<file path="src/rtl/karaoke_pkg.sv">
// rtl/karaoke_pkg.sv - shared PCM types and FIFO defaults for the karaoke audio path
package karaoke_pkg;

  localparam int PCM_W          = 16;
  localparam int FIFO_DEPTH     = 64;
  localparam int FIFO_WATERMARK = 32;
  localparam int DROP_CNT_W     = 16;

  typedef logic signed [PCM_W-1:0] pcm_t;

endpackage

</file>
<file path="src/rtl/pcm_fifo_mem.sv">
// rtl/pcm_fifo_mem.sv - simple dual-port sample RAM with registered read
module pcm_fifo_mem #(
  parameter int DATA_W = 16,
  parameter int DEPTH  = 64,
  parameter int AW     = $clog2(DEPTH)
) (
  input  logic              clk,
  input  logic              i_wr_en,
  input  logic [AW-1:0]     i_wr_addr,
  input  logic [DATA_W-1:0] i_wr_data,
  input  logic              i_rd_en,
  input  logic [AW-1:0]     i_rd_addr,
  output logic [DATA_W-1:0] o_rd_data
);

  logic [DATA_W-1:0] r_mem [DEPTH];

  // No reset so the array and read register map onto block RAM; a same-address
  // read during write returns the old word, which the full push+pop case relies on.
  always_ff @(posedge clk) begin
    if (i_wr_en) r_mem[i_wr_addr] <= i_wr_data;
    if (i_rd_en) o_rd_data <= r_mem[i_rd_addr];
  end

endmodule

</file>
<file path="src/rtl/pcm_fifo.sv">
// rtl/pcm_fifo.sv - elastic PCM sample buffer between decimator and SPI transmitter
module pcm_fifo
  import karaoke_pkg::*;
#(
  parameter int DATA_W    = PCM_W,
  parameter int DEPTH     = FIFO_DEPTH,
  parameter int WATERMARK = FIFO_WATERMARK
) (
  input  logic                     clk,
  input  logic                     reset_n,
  input  logic [DATA_W-1:0]        in_sample,
  input  logic                     in_valid,
  input  logic                     pop,
  output logic [DATA_W-1:0]        out_sample,
  output logic                     out_valid,
  output logic [$clog2(DEPTH):0]   level,
  output logic                     empty,
  output logic                     full,
  output logic                     irq,
  output logic                     overflow,
  output logic                     underflow,
  input  logic                     flags_clr,
  output logic [DROP_CNT_W-1:0]    drop_count
);

  localparam int AW = $clog2(DEPTH);
  localparam int PW = AW + 1;

  logic [PW-1:0]         r_wr_ptr, r_rd_ptr;
  logic [PW-1:0]         w_wr_ptr_nxt, w_rd_ptr_nxt, w_level_nxt;
  logic [PW-1:0]         r_level;
  logic                  r_empty, r_full, r_irq;
  logic                  r_out_valid, r_rd_seen;
  logic                  r_overflow, r_underflow;
  logic [DROP_CNT_W-1:0] r_drop_count;
  logic [DATA_W-1:0]     w_rd_data;
  logic                  w_pop_ok, w_push_ok, w_drop, w_underrun;

  // Empty is judged before any same-cycle push; a pop at full frees room for the push.
  assign w_pop_ok   = pop && !r_empty;
  assign w_push_ok  = in_valid && (!r_full || w_pop_ok);
  assign w_drop     = in_valid && !w_push_ok;
  assign w_underrun = pop && r_empty;

  assign w_wr_ptr_nxt = r_wr_ptr + PW'(w_push_ok);
  assign w_rd_ptr_nxt = r_rd_ptr + PW'(w_pop_ok);
  assign w_level_nxt  = w_wr_ptr_nxt - w_rd_ptr_nxt;

  always_ff @(posedge clk or negedge reset_n) begin
    if (!reset_n) begin
      r_wr_ptr     <= '0;
      r_rd_ptr     <= '0;
      r_level      <= '0;
      r_empty      <= 1'b1;
      r_full       <= 1'b0;
      r_irq        <= 1'b0;
      r_out_valid  <= 1'b0;
      r_rd_seen    <= 1'b0;
      r_overflow   <= 1'b0;
      r_underflow  <= 1'b0;
      r_drop_count <= '0;
    end else begin
      r_wr_ptr    <= w_wr_ptr_nxt;
      r_rd_ptr    <= w_rd_ptr_nxt;
      r_level     <= w_level_nxt;
      r_empty     <= (w_wr_ptr_nxt == w_rd_ptr_nxt);
      r_full      <= (w_wr_ptr_nxt[AW] != w_rd_ptr_nxt[AW]) &&
                     (w_wr_ptr_nxt[AW-1:0] == w_rd_ptr_nxt[AW-1:0]);
      r_irq       <= (w_level_nxt >= PW'(WATERMARK));
      r_out_valid <= w_pop_ok;
      if (w_pop_ok) r_rd_seen <= 1'b1;

      // A new event in the same cycle as a clear takes priority over the clear.
      if (w_drop)         r_overflow <= 1'b1;
      else if (flags_clr) r_overflow <= 1'b0;

      if (w_underrun)     r_underflow <= 1'b1;
      else if (flags_clr) r_underflow <= 1'b0;

      if (flags_clr)                          r_drop_count <= DROP_CNT_W'(w_drop);
      else if (w_drop && r_drop_count != '1)  r_drop_count <= r_drop_count + 1'b1;
    end
  end

  pcm_fifo_mem #(
    .DATA_W (DATA_W),
    .DEPTH  (DEPTH)
  ) u_mem (
    .clk       (clk),
    .i_wr_en   (w_push_ok),
    .i_wr_addr (r_wr_ptr[AW-1:0]),
    .i_wr_data (in_sample),
    .i_rd_en   (w_pop_ok),
    .i_rd_addr (r_rd_ptr[AW-1:0]),
    .o_rd_data (w_rd_data)
  );

  // The RAM read register has no reset, so mask it until the first real read.
  assign out_sample = r_rd_seen ? w_rd_data : '0;
  assign out_valid  = r_out_valid;
  assign level      = r_level;
  assign empty      = r_empty;
  assign full       = r_full;
  assign irq        = r_irq;
  assign overflow   = r_overflow;
  assign underflow  = r_underflow;
  assign drop_count = r_drop_count;

endmodule

</file>
<file path="config.mk">
export PLATFORM = sky130hd
export DESIGN_NAME = pcm_fifo
export DESIGN_NICKNAME = d
export VERILOG_FILES = /design/src/rtl/karaoke_pkg.sv /design/src/rtl/pcm_fifo_mem.sv /design/src/rtl/pcm_fifo.sv
export SDC_FILE = /design/constraint.sdc
export NUM_CORES = 1
export LEC_CHECK = 0
export CORE_MARGIN = 3
export CORE_UTILIZATION = 40
export DETAILED_ROUTE_END_ITERATION = 7
export DONT_BUFFER_PORTS = 1
export MAX_ROUTING_LAYER = met4
export PLACE_DENSITY = 0.66
export SLEW_MARGIN = 20
export SYNTH_ARGS = -nofsm -noshare
export SYNTH_HDL_FRONTEND = slang
export SYNTH_SLANG_ARGS = --single-unit
</file>
<file path="constraint.sdc">
create_clock -name clk -period 4.4 [get_ports clk]
set_input_delay 1.1 -clock clk [delete_from_list [all_inputs] [get_ports clk]]
set_output_delay 1.1 -clock clk [all_outputs]
set_load 0.005 [all_outputs]
</file>
# Yosys cells after proc, flatten, opt, wreduce, memory -nomap -nowiden
# Memories as Yosys holds them, arrays and structs flattened. A register that Yosys moved wholly into a read port is not among the register bits.
# Index checks and enable logic that the tools add are counted.
# word_totals
regBits	44
ramBits	1024
inputBits	21
out_inout_bits	45
word_cells	42
n_memories	1
# op_classes
addsub	4
n_lt_le_gt_ge	1
eq_ne	4
muxes	8
n_reduce_logical	13
# memory_table
memory	depth	word_bits	rd	rd_clocked_by_memory_dff	write_ports	line_no	rtl
u_mem.r_mem	64	16	1	1	1	pcm_fifo_mem.sv:16	logic [DATA_W-1:0] r_mem [DEPTH];
# ops
op	count
two-way mux 16 bit	3
adder 16 x 1 -> 16 bit (second input constant)	1
!= test 16 bit (second input constant)	1
adder 7 x 1 -> 7 bit	2
== test 7 bit	1
greater-or-equal comparator 7 x 6 -> 1 bit (second input constant)	1
subtractor 7 bit	1
== test 6 bit	1
logical AND 1 bit	6
nonzero test 2 bit	3
two-way mux 1 bit	5
zero test 1 bit	3
logical OR 1 bit	1
!= test 1 bit	1

# Longest topological paths before layout
# Gate-level depths: netlist of the first run.
# logic_depth
ltp_word	9
mapped_depth	14
depth_no_buf	14

# Cells and area by module
# From an unflattened synthesis of the first run, not the netlist that was laid out.
# unflattened
cells_unflattened	2052
hier_area_um2	42498.3
# modules_own_cells
module	instances	cells_per_inst	area_each_um2	seq_area_each_um2
pcm_fifo_mem	1	1829	40202.3	31230.0
pcm_fifo	1	223	2296.0	1102.3

# Least setup slack after synthesis of the first run
# OpenSTA, ideal clock, no wires.
# synth_path
kind	input port to flip-flop
startpoint	input port pop
endpoint	register r_irq, in the netlist irq
setup_time_ns	0.139
arrival_ns	3.427
required_ns	4.261
setup_slack_ns	0.833
stages	13
n_path_buf	0
path_cell_list	nand2b_1 > inv_1 > ha_1 > ha_1 > nand3_1 > xnor2_1 > inv_1 > ha_1 > nor2b_1 > a221oi_1 > o211ai_1 > nor2_1 > mux2i_1
# synth_lines
element	line_no	rtl
start, declared	pcm_fifo.sv:13	input logic pop,
logical AND 1 bit	pcm_fifo.sv:40	assign w_pop_ok = pop && !r_empty;
named net u_mem.i_rd_en	pcm_fifo_mem.sv:11	input logic i_rd_en,
adder 7 x 1 -> 7 bit	pcm_fifo.sv:46	assign w_rd_ptr_nxt = r_rd_ptr + PW'(w_pop_ok);
named net w_rd_ptr_nxt[4]	pcm_fifo.sv:30	logic [PW-1:0] w_wr_ptr_nxt, w_rd_ptr_nxt, w_level_nxt;
subtractor 7 bit	pcm_fifo.sv:47	assign w_level_nxt = w_wr_ptr_nxt - w_rd_ptr_nxt;
named net w_level_nxt[5]	pcm_fifo.sv:30	
greater-or-equal comparator 7 x 6 -> 1 bit	pcm_fifo.sv:69	r_irq <= (w_level_nxt >= PW'(WATERMARK));
end signal, assigned	pcm_fifo.sv:69	
end, declared	pcm_fifo.sv:32	logic r_empty, r_full, r_irq;
# The timed path passes the listed nets, and every way through them passes these cells.
# A chain may end at the register's enable or synchronous reset.

==> flow_metrics.py, run 1 <==
metrics = {
    "status": {
        "status": "completed",
    },
    "flow_run": {
        "maxCapViolations": 0,
    },
    "clocking": {
        "clock_latency_ns": 0.68,
        "htreeDepth": 3,
        "cts.hold.buffers_added": 0,
        "cts_tree": "done",
        "path_clk_slew_ns": 0.06,
        "post_cts_buffers": 0,
        "cts-root-buf": "clkbuf_16",
        "clockBufferDepth": 3,
        "cts_resized": 0,
        "clock-sinks": 1084,
        "cts-buffers-inserted": 104,
    },
    "placed_design": {
        "port_buffers": 0,
        "dp_hpwl_um": 52600,
        "dp_slack_ns": 0.710,
        "gp_congestion": 0.836,
    },
    "timing": {
        "worstMarginPinSlew_ns": 0.990,
        "slew-limit-headroom_pct": 34.0,
        "whs_ns": 0.111,
        "fin_crit_ns": 3.33,
        "fmax_mhz": 300,
        "fin_crit_sh_pct": 75.7,
        "layout_setup_ws_ns": 1.07,
        "final-setup-viol-count": 0,
        "skew_ns": 0.0582,
        "fin_setup_tns_ns": 0,
        "hold_violations": 0,
        "drv_slew": 0,
        "grt_setup_unrepaired": "no",
    },
    "worst_setup_path": {
        "cp_top_family": "flip-flops",
        "arrival_ns": 3.75,
        "path_buf_inv": 1,
        "worst_path_most_repeated_cell": "mux4_2",
        "r2r_cells": 6,
        "rr_endpoint": "u_mem.o_rd_data[15]$_DFFE_PP_",
        "crit_path_top_delay_cell": "dfrtp_4",
        "critPathMaxFanout": 61,
        "crit_path_end": "u_mem.o_rd_data[15]$_DFFE_PP_",
        "reg2reg_from": "r_rd_ptr[3]$_DFF_PN0_",
        "crit_chain": "buf_4 -> mux4_2 -> mux4_2 -> o22ai_1 -> a21oi_1 -> a22o_1",
        "critPathLaunchType": "register",
        "critPathLaunch": "r_rd_ptr[3]$_DFF_PN0_",
        "crit_path_end_kind": "register",
        "ff2ff_setup_slack_ns": 1.07,
        "crit_required_ns": 4.82,
        "crit_type": "reg -> reg",
        "crit_cells": 6,
        "slowest_delay_ns": 0.99,
    },
    "routing": {
        "wl_um": 93100,
        "vias": 19661,
        "dr.pass1.iters": 5,
        "drt_iter0_markers": 2188,
        "vias_per_cell": 5.66,
        "ant_nets": 0,
        "wl_per_cell_um": 26.8,
        "drc": 0,
    },
    "power_and_ir_drop": {
        "ir_drop_mv": 0.581,
        "p_leak_nw": 15.1,
        "power_mw": 29.0,
        "power_density_nw_per_um2": 613,
    },
    "floorplan": {
        "die_x_um": 331,
        "fp.dieH_um": 331,
        "start_util_pct": 40.5,
        "io_pins": 66,
        "rows": 118,
        "die_area_um2": 109000,
        "coreArea_um2": 104000,
    },
    "global_route": {
        "grt.overflow.total": 0,
        "grt_usage_pct": 17.7,
        "antenna_found_initial": 1,
        "grt_pass1_vias": 20197,
        "grt_pass1_wl_um": 137000,
        "grt_start_max_net_pins": 70,
    },
    "synth": {
        "synth_seq_area_share_pct": 76.7,
        "netlist_area_um2": 42100,
        "syn-num-nets": 1950,
        "avgSynthCellArea_um2": 22.0,
        "syn_inst": 1917,
        "async_flop_share_pct": 4.06,
        "synth_seq_cells": 1084,
        "ys_warn_count": 0,
        "synth_edf_count": 1040,
        "synth_flop_cell": "edfxtp_1",
        "synth.distinct_cells": 44,
    },
    "final_layout": {
        "fillers": 8492,
        "antennaDiodeCount": 0,
        "layout-drive-gt1-share_pct": 25.1,
        "multiInputGateArea_um2": 9190,
        "regArea_um2": 32300,
        "nNetsFinal": 2053,
        "area_growth_pct": 12.3,
    },
    "min_path": {
        "hold_path.class": "in -> async",
    },
}
## cells in the mapped netlist (all sizes together) (4+ instances only)
library cell / number / share of area (%)
edfxtp: 1040 / 74
mux4: 272 / 15
nor2: 84 / 0.75
mux2i: 81 / 1.9
buf: 57 / 0.89
a21oi: 53 / 0.63
clkbuf: 45 / 0.40
dfrtp: 43 / 2.6
a22o: 32 / 0.67
and2: 24 / 0.36
nand2: 20 / 0.18
inv: 18 / 0.16
xnor2: 18 / 0.37
mux2: 16 / 0.43
o22ai: 16 / 0.24
ha: 11 / 0.33
nand3: 11 / 0.13
xor2: 11 / 0.23
o21ai: 8 / 0.095
and3: 7 / 0.10
nor2b: 7 / 0.10
nand4: 6 / 0.089
nor3: 6 / 0.071
and4: 4 / 0.083
or3: 4 / 0.059
## power breakdown
part,leakage [nW],internal (mW),switching (mW),total [mW]
Sequential,9.92,11.9,0.545,12.5
Combinational,3.59,3.76,4.38,8.14
Clock,1.54,4.67,3.71,8.38
## area by class of cell
type                    instances  share of cell area (%)
multi-input cells             713                    19.4
clock buffers                 130                    5.75
clock inverters                51                   0.947
well taps                    1380                    3.65
repair buffers                 99                    1.73
inverters                      18                   0.143
flip-flops and latches       1084                    68.4
## worst reg2reg max path, cell delays in order, from the launching register on
cell and delay (ns):
dfrtp_4 0.99, buf_4 0.51, mux4_2 0.35, mux4_2 0.55, o22ai_1 0.33, a21oi_1 0.15
a22o_1 0.25
## metal layers
| metal | up-vias | part of all wire, % | track usage, % |
|---|---|---|---|
| li1 | 8185 | - | - |
| met1 | 10555 | 41 | 23.4 |
| met2 | 767 | 49 | 28.0 |
| met3 | 154 | 7.6 | 3.54 |
| met4 | 0 | 2.6 | 5.03 |
| met5 | - | 0 | - |
## cells by family (layout without fill, tap and decap cells)
group                      after synthesis  after routing  share of synthesized area (%)
AOI/OAI and AO/OA                      120            120                           1.84
xor gates and xnor gates                29             29                          0.603
adders and majority gates               12             12                          0.374
buffers and inverters                  120            298                           1.46
DFF                                   1084           1084                           76.7
muxes                                  369            369                           16.9
and+or+nand+nor                        183            183                           2.10
## state kept, by name, indices dropped and copies added, names as in the netlist, 7 cells and up
name / flops
u_mem.r_mem: 1024
u_mem.o_rd_data: 16
r_rd_ptr: 7
drop_count: 16
r_wr_ptr: 7
level: 7
## how the worst min path moves through the flow
stage                                 end  slack (ns)                   from
2_1_floorplan       r_rd_ptr[6]$_DFF_PN0_        0.48  r_rd_ptr[6]$_DFF_PN0_
3_3_place_gp        r_rd_ptr[6]$_DFF_PN0_        0.51  r_rd_ptr[6]$_DFF_PN0_
3_5_place_dp        r_rd_ptr[6]$_DFF_PN0_        0.52  r_rd_ptr[6]$_DFF_PN0_
4_1_cts        drop_count[15]$_DFFE_PN0P_        0.07                reset_n
5_1_grt        drop_count[15]$_DFFE_PN0P_        0.08                reset_n
6_report       drop_count[15]$_DFFE_PN0P_        0.11                reset_n
## placed cells by master (no fill, tap or decap), drive strengths merged, types with 11 or more instances in the layout
| cell type | netlist | layout |
|---|---|---|
| nand3 | 11 | 11 |
| dfrtp | 43 | 43 |
| edfxtp | 1040 | 1040 |
| ha | 11 | 11 |
| nor2 | 84 | 84 |
| clkbuf | 45 | 130 |
| nand2 | 20 | 20 |
| xor2 | 11 | 11 |
| a22o | 32 | 32 |
| mux2 | 16 | 16 |
| and2 | 24 | 24 |
| mux4 | 272 | 272 |
| buf | 57 | 99 |
| a21oi | 53 | 53 |
| o22ai | 16 | 16 |
| inv | 18 | 21 |
| mux2i | 81 | 81 |
| clkinv | 0 | 42 |
| xnor2 | 18 | 18 |
## per-stage QoR
step	cell area, um2	std cells	util [%]
after detailed placement	44100	3294	42.4
final	47300	3475	45.5
after floorplan	42100	1917	-
after global placement	44100	3294	42.4
after global routing	47300	3475	45.5
after CTS	47300	3475	45.5
(Power assumes the default switching activity.)
==> inputs of run 2 (changes only) <==
clock period = 3.11 ns   (was 4.4 ns; I/O delays follow)
==> run 2 against run 1 <==
  * Non-clock buffer count grew 39
  * First-iteration DRC count grew 0.50%
  * Setup slack lost 0.92 ns
  * Sequential power grew 38%
  * Die area is the same
  * Clock skew shrank 0.035 ns
  * Routed wire length grew 1.0%
  * Global-route usage grew 0.19 points
  * Largest cell class unchanged
==> flow_metrics.py, run 2 (synthesized netlist as in run 1, its figures left out) <==
metrics = {
    "worst_setup_path": {
        "reg2reg_from": "r_rd_ptr[0]$_DFF_PN0_",
        "crit_type": "reg -> reg",
        "critPathLaunch": "r_rd_ptr[0]$_DFF_PN0_",
        "critPathLaunchType": "register",
        "crit_path_end_kind": "register",
        "crit_required_ns": 3.53,
        "arrival_ns": 3.39,
        "critPathMaxFanout": 40,
    },
    "floorplan": {
        "die_x_um": 331,
        "rows": 118,
        "io_pins": 66,
        "fp.dieH_um": 331,
        "coreArea_um2": 104000,
        "start_util_pct": 40.5,
        "die_area_um2": 109000,
    },
    "final_layout": {
        "layout-drive-gt1-share_pct": 27.4,
        "layout_common_cells": "edfxtp_1 (1,040), mux4_2 (272), clkbuf_16 (108)",
        "regMostFlops": "u_mem.r_mem",
        "regArea_um2": 32300,
        "nNetsFinal": 2094,
        "fillers": 8405,
        "largest_reg_flops": 1024,
        "fin_area_um2": 48200,
        "multiInputGateArea_um2": 9220,
        "final_common_cell": "edfxtp_1",
        "area_growth_pct": 14.4,
        "utilization_pct": 46.3,
    },
    "global_route": {
        "grt_start_max_net_pins": 65,
        "grt_pass1_vias": 20331,
        "grt_pass1_wl_um": 138000,
        "grt_usage_pct": 17.8,
        "antenna_found_initial": 0,
        "grt.overflow.total": 0,
    },
    "timing": {
        "whs_ns": 0.176,
        "grt_setup_unrepaired": "no",
        "drv_slew": 0,
        "slew-limit-headroom_pct": 41.6,
        "hold_violations": 0,
        "fin_crit_ns": 2.97,
        "worstMarginPinSlew_ns": 0.876,
        "final-setup-viol-count": 0,
        "skew_ns": 0.0236,
        "fmax_mhz": 337,
        "fin_setup_tns_ns": 0,
        "fin_crit_sh_pct": 95.4,
    },
    "routing": {
        "wl_per_cell_um": 26.7,
        "wl_met2_um": 46800,
        "wl_um": 94000,
        "dr.pass1.iters": 7,
        "vias": 19776,
        "drt_iter0_markers": 2199,
        "drc": 0,
        "wl_met1_um": 38300,
        "vias_per_cell": 5.61,
        "ant_nets": 0,
        "highest_layer": "met4",
        "wl_met3_um": 6970,
    },
    "placed_design": {
        "placed_area_um2": 44800,
        "gp_congestion": 0.837,
        "dp_hpwl_um": 54700,
        "port_buffers": 0,
    },
    "clocking": {
        "htreeDepth": 3,
        "clock-sinks": 1084,
        "clock_latency_ns": 0.67,
        "cts-root-buf": "clkbuf_16",
        "clockBufferDepth": 3,
        "cts-buffers-inserted": 106,
        "post_cts_buffers": 0,
        "cts_tree": "done",
        "path_clk_slew_ns": 0.06,
    },
    "min_path": {
        "hold_path.class": "in -> reg",
        "hold_start": "flags_clr",
    },
    "power_and_ir_drop": {
        "ir_drop_mv": 0.674,
        "p_leak_nw": 15.4,
        "power_density_nw_per_um2": 873,
    },
    "status": {
        "status": "completed",
    },
    "flow_run": {
        "maxCapViolations": 0,
    },
}
run 2: cell types whose count changed in the layout (fill, tap and decap cells not counted), sizes merged:
cell         before  now
buf              99  137
bufinv            5    8
clkbuf          130  127
clkinv           42   44
clkinvlp          1    8
diode             0    1
dlygate4sd3       0    1
run 2: worst paths after layout:
check | slack, ns | to | cells after the start
max in group asynchronous | 2.20 | empty$_DFF_PN1_ | 2
max | 0.14 | u_mem.o_rd_data[4]$_DFFE_PP_ | 7
min | 0.18 | drop_count[9]$_DFFE_PN0P_ | 1
max reg2reg | 0.14 | u_mem.o_rd_data[4]$_DFFE_PP_ | 7
min reg2reg | 0.52 | r_rd_ptr[6]$_DFF_PN0_ | 2
min in group asynchronous | 0.64 | drop_count[15]$_DFFE_PN0P_ | 2
run 2: worst max-delay path: stages, from the launching register on:
cell and delay [ns]:
dfrtp_4 0.62, buf_4 0.27, buf_12 0.31, mux4_2 0.58
mux2i_1 0.31, a22o_1 0.29, a21oi_1 0.10, a22o_1 0.19
run 2: layer usage:
| metal | vias to the layer above | track usage (%) |
|---|---|---|
| li1 | 8264 | - |
| met1 | 10648 | 23.9 |
| met2 | 750 | 28.4 |
| met3 | 114 | 3.09 |
| met4 | 0 | 4.91 |
| met5 | - | - |
run 2: report_power, final:
part	leakage, nW	internal [mW]	total [mW]	switching (mW)
sequential	9.92	16.9	17.3	0.438
combinational	3.88	5.87	12.5	6.62
clock	1.63	7.04	12.3	5.26
total	15.4	29.8	42.1	12.3
run 2: area by class of cell:
cell class                 instances  area share (%)
clock buffer                     127            5.77
antenna                            1         0.00519
tap                             1380            3.58
sequential                      1084            67.1
inverter                          18           0.148
clock inverter                    63            1.18
multi-input combinational        713            19.1
timing repair buffer             138            3.11
run 2: stage by stage:
stage	std cells	total power, mW	setup WS [ns]
after global placement	3331	30.0	-0.0382
after floorplan	1917	26.0	0.0452
after detailed placement	3331	30.2	-0.0169
after global routing	3523	43.9	0.00300
final	3524	42.1	0.143
after CTS	3523	42.5	0.106
run 2: timing repair:
item                                    CTS  global route
hold buffers                              2             0
endpoints found under the setup margin    0             1
gates resized for setup                   0             2
hold endpoints to repair                 44             0
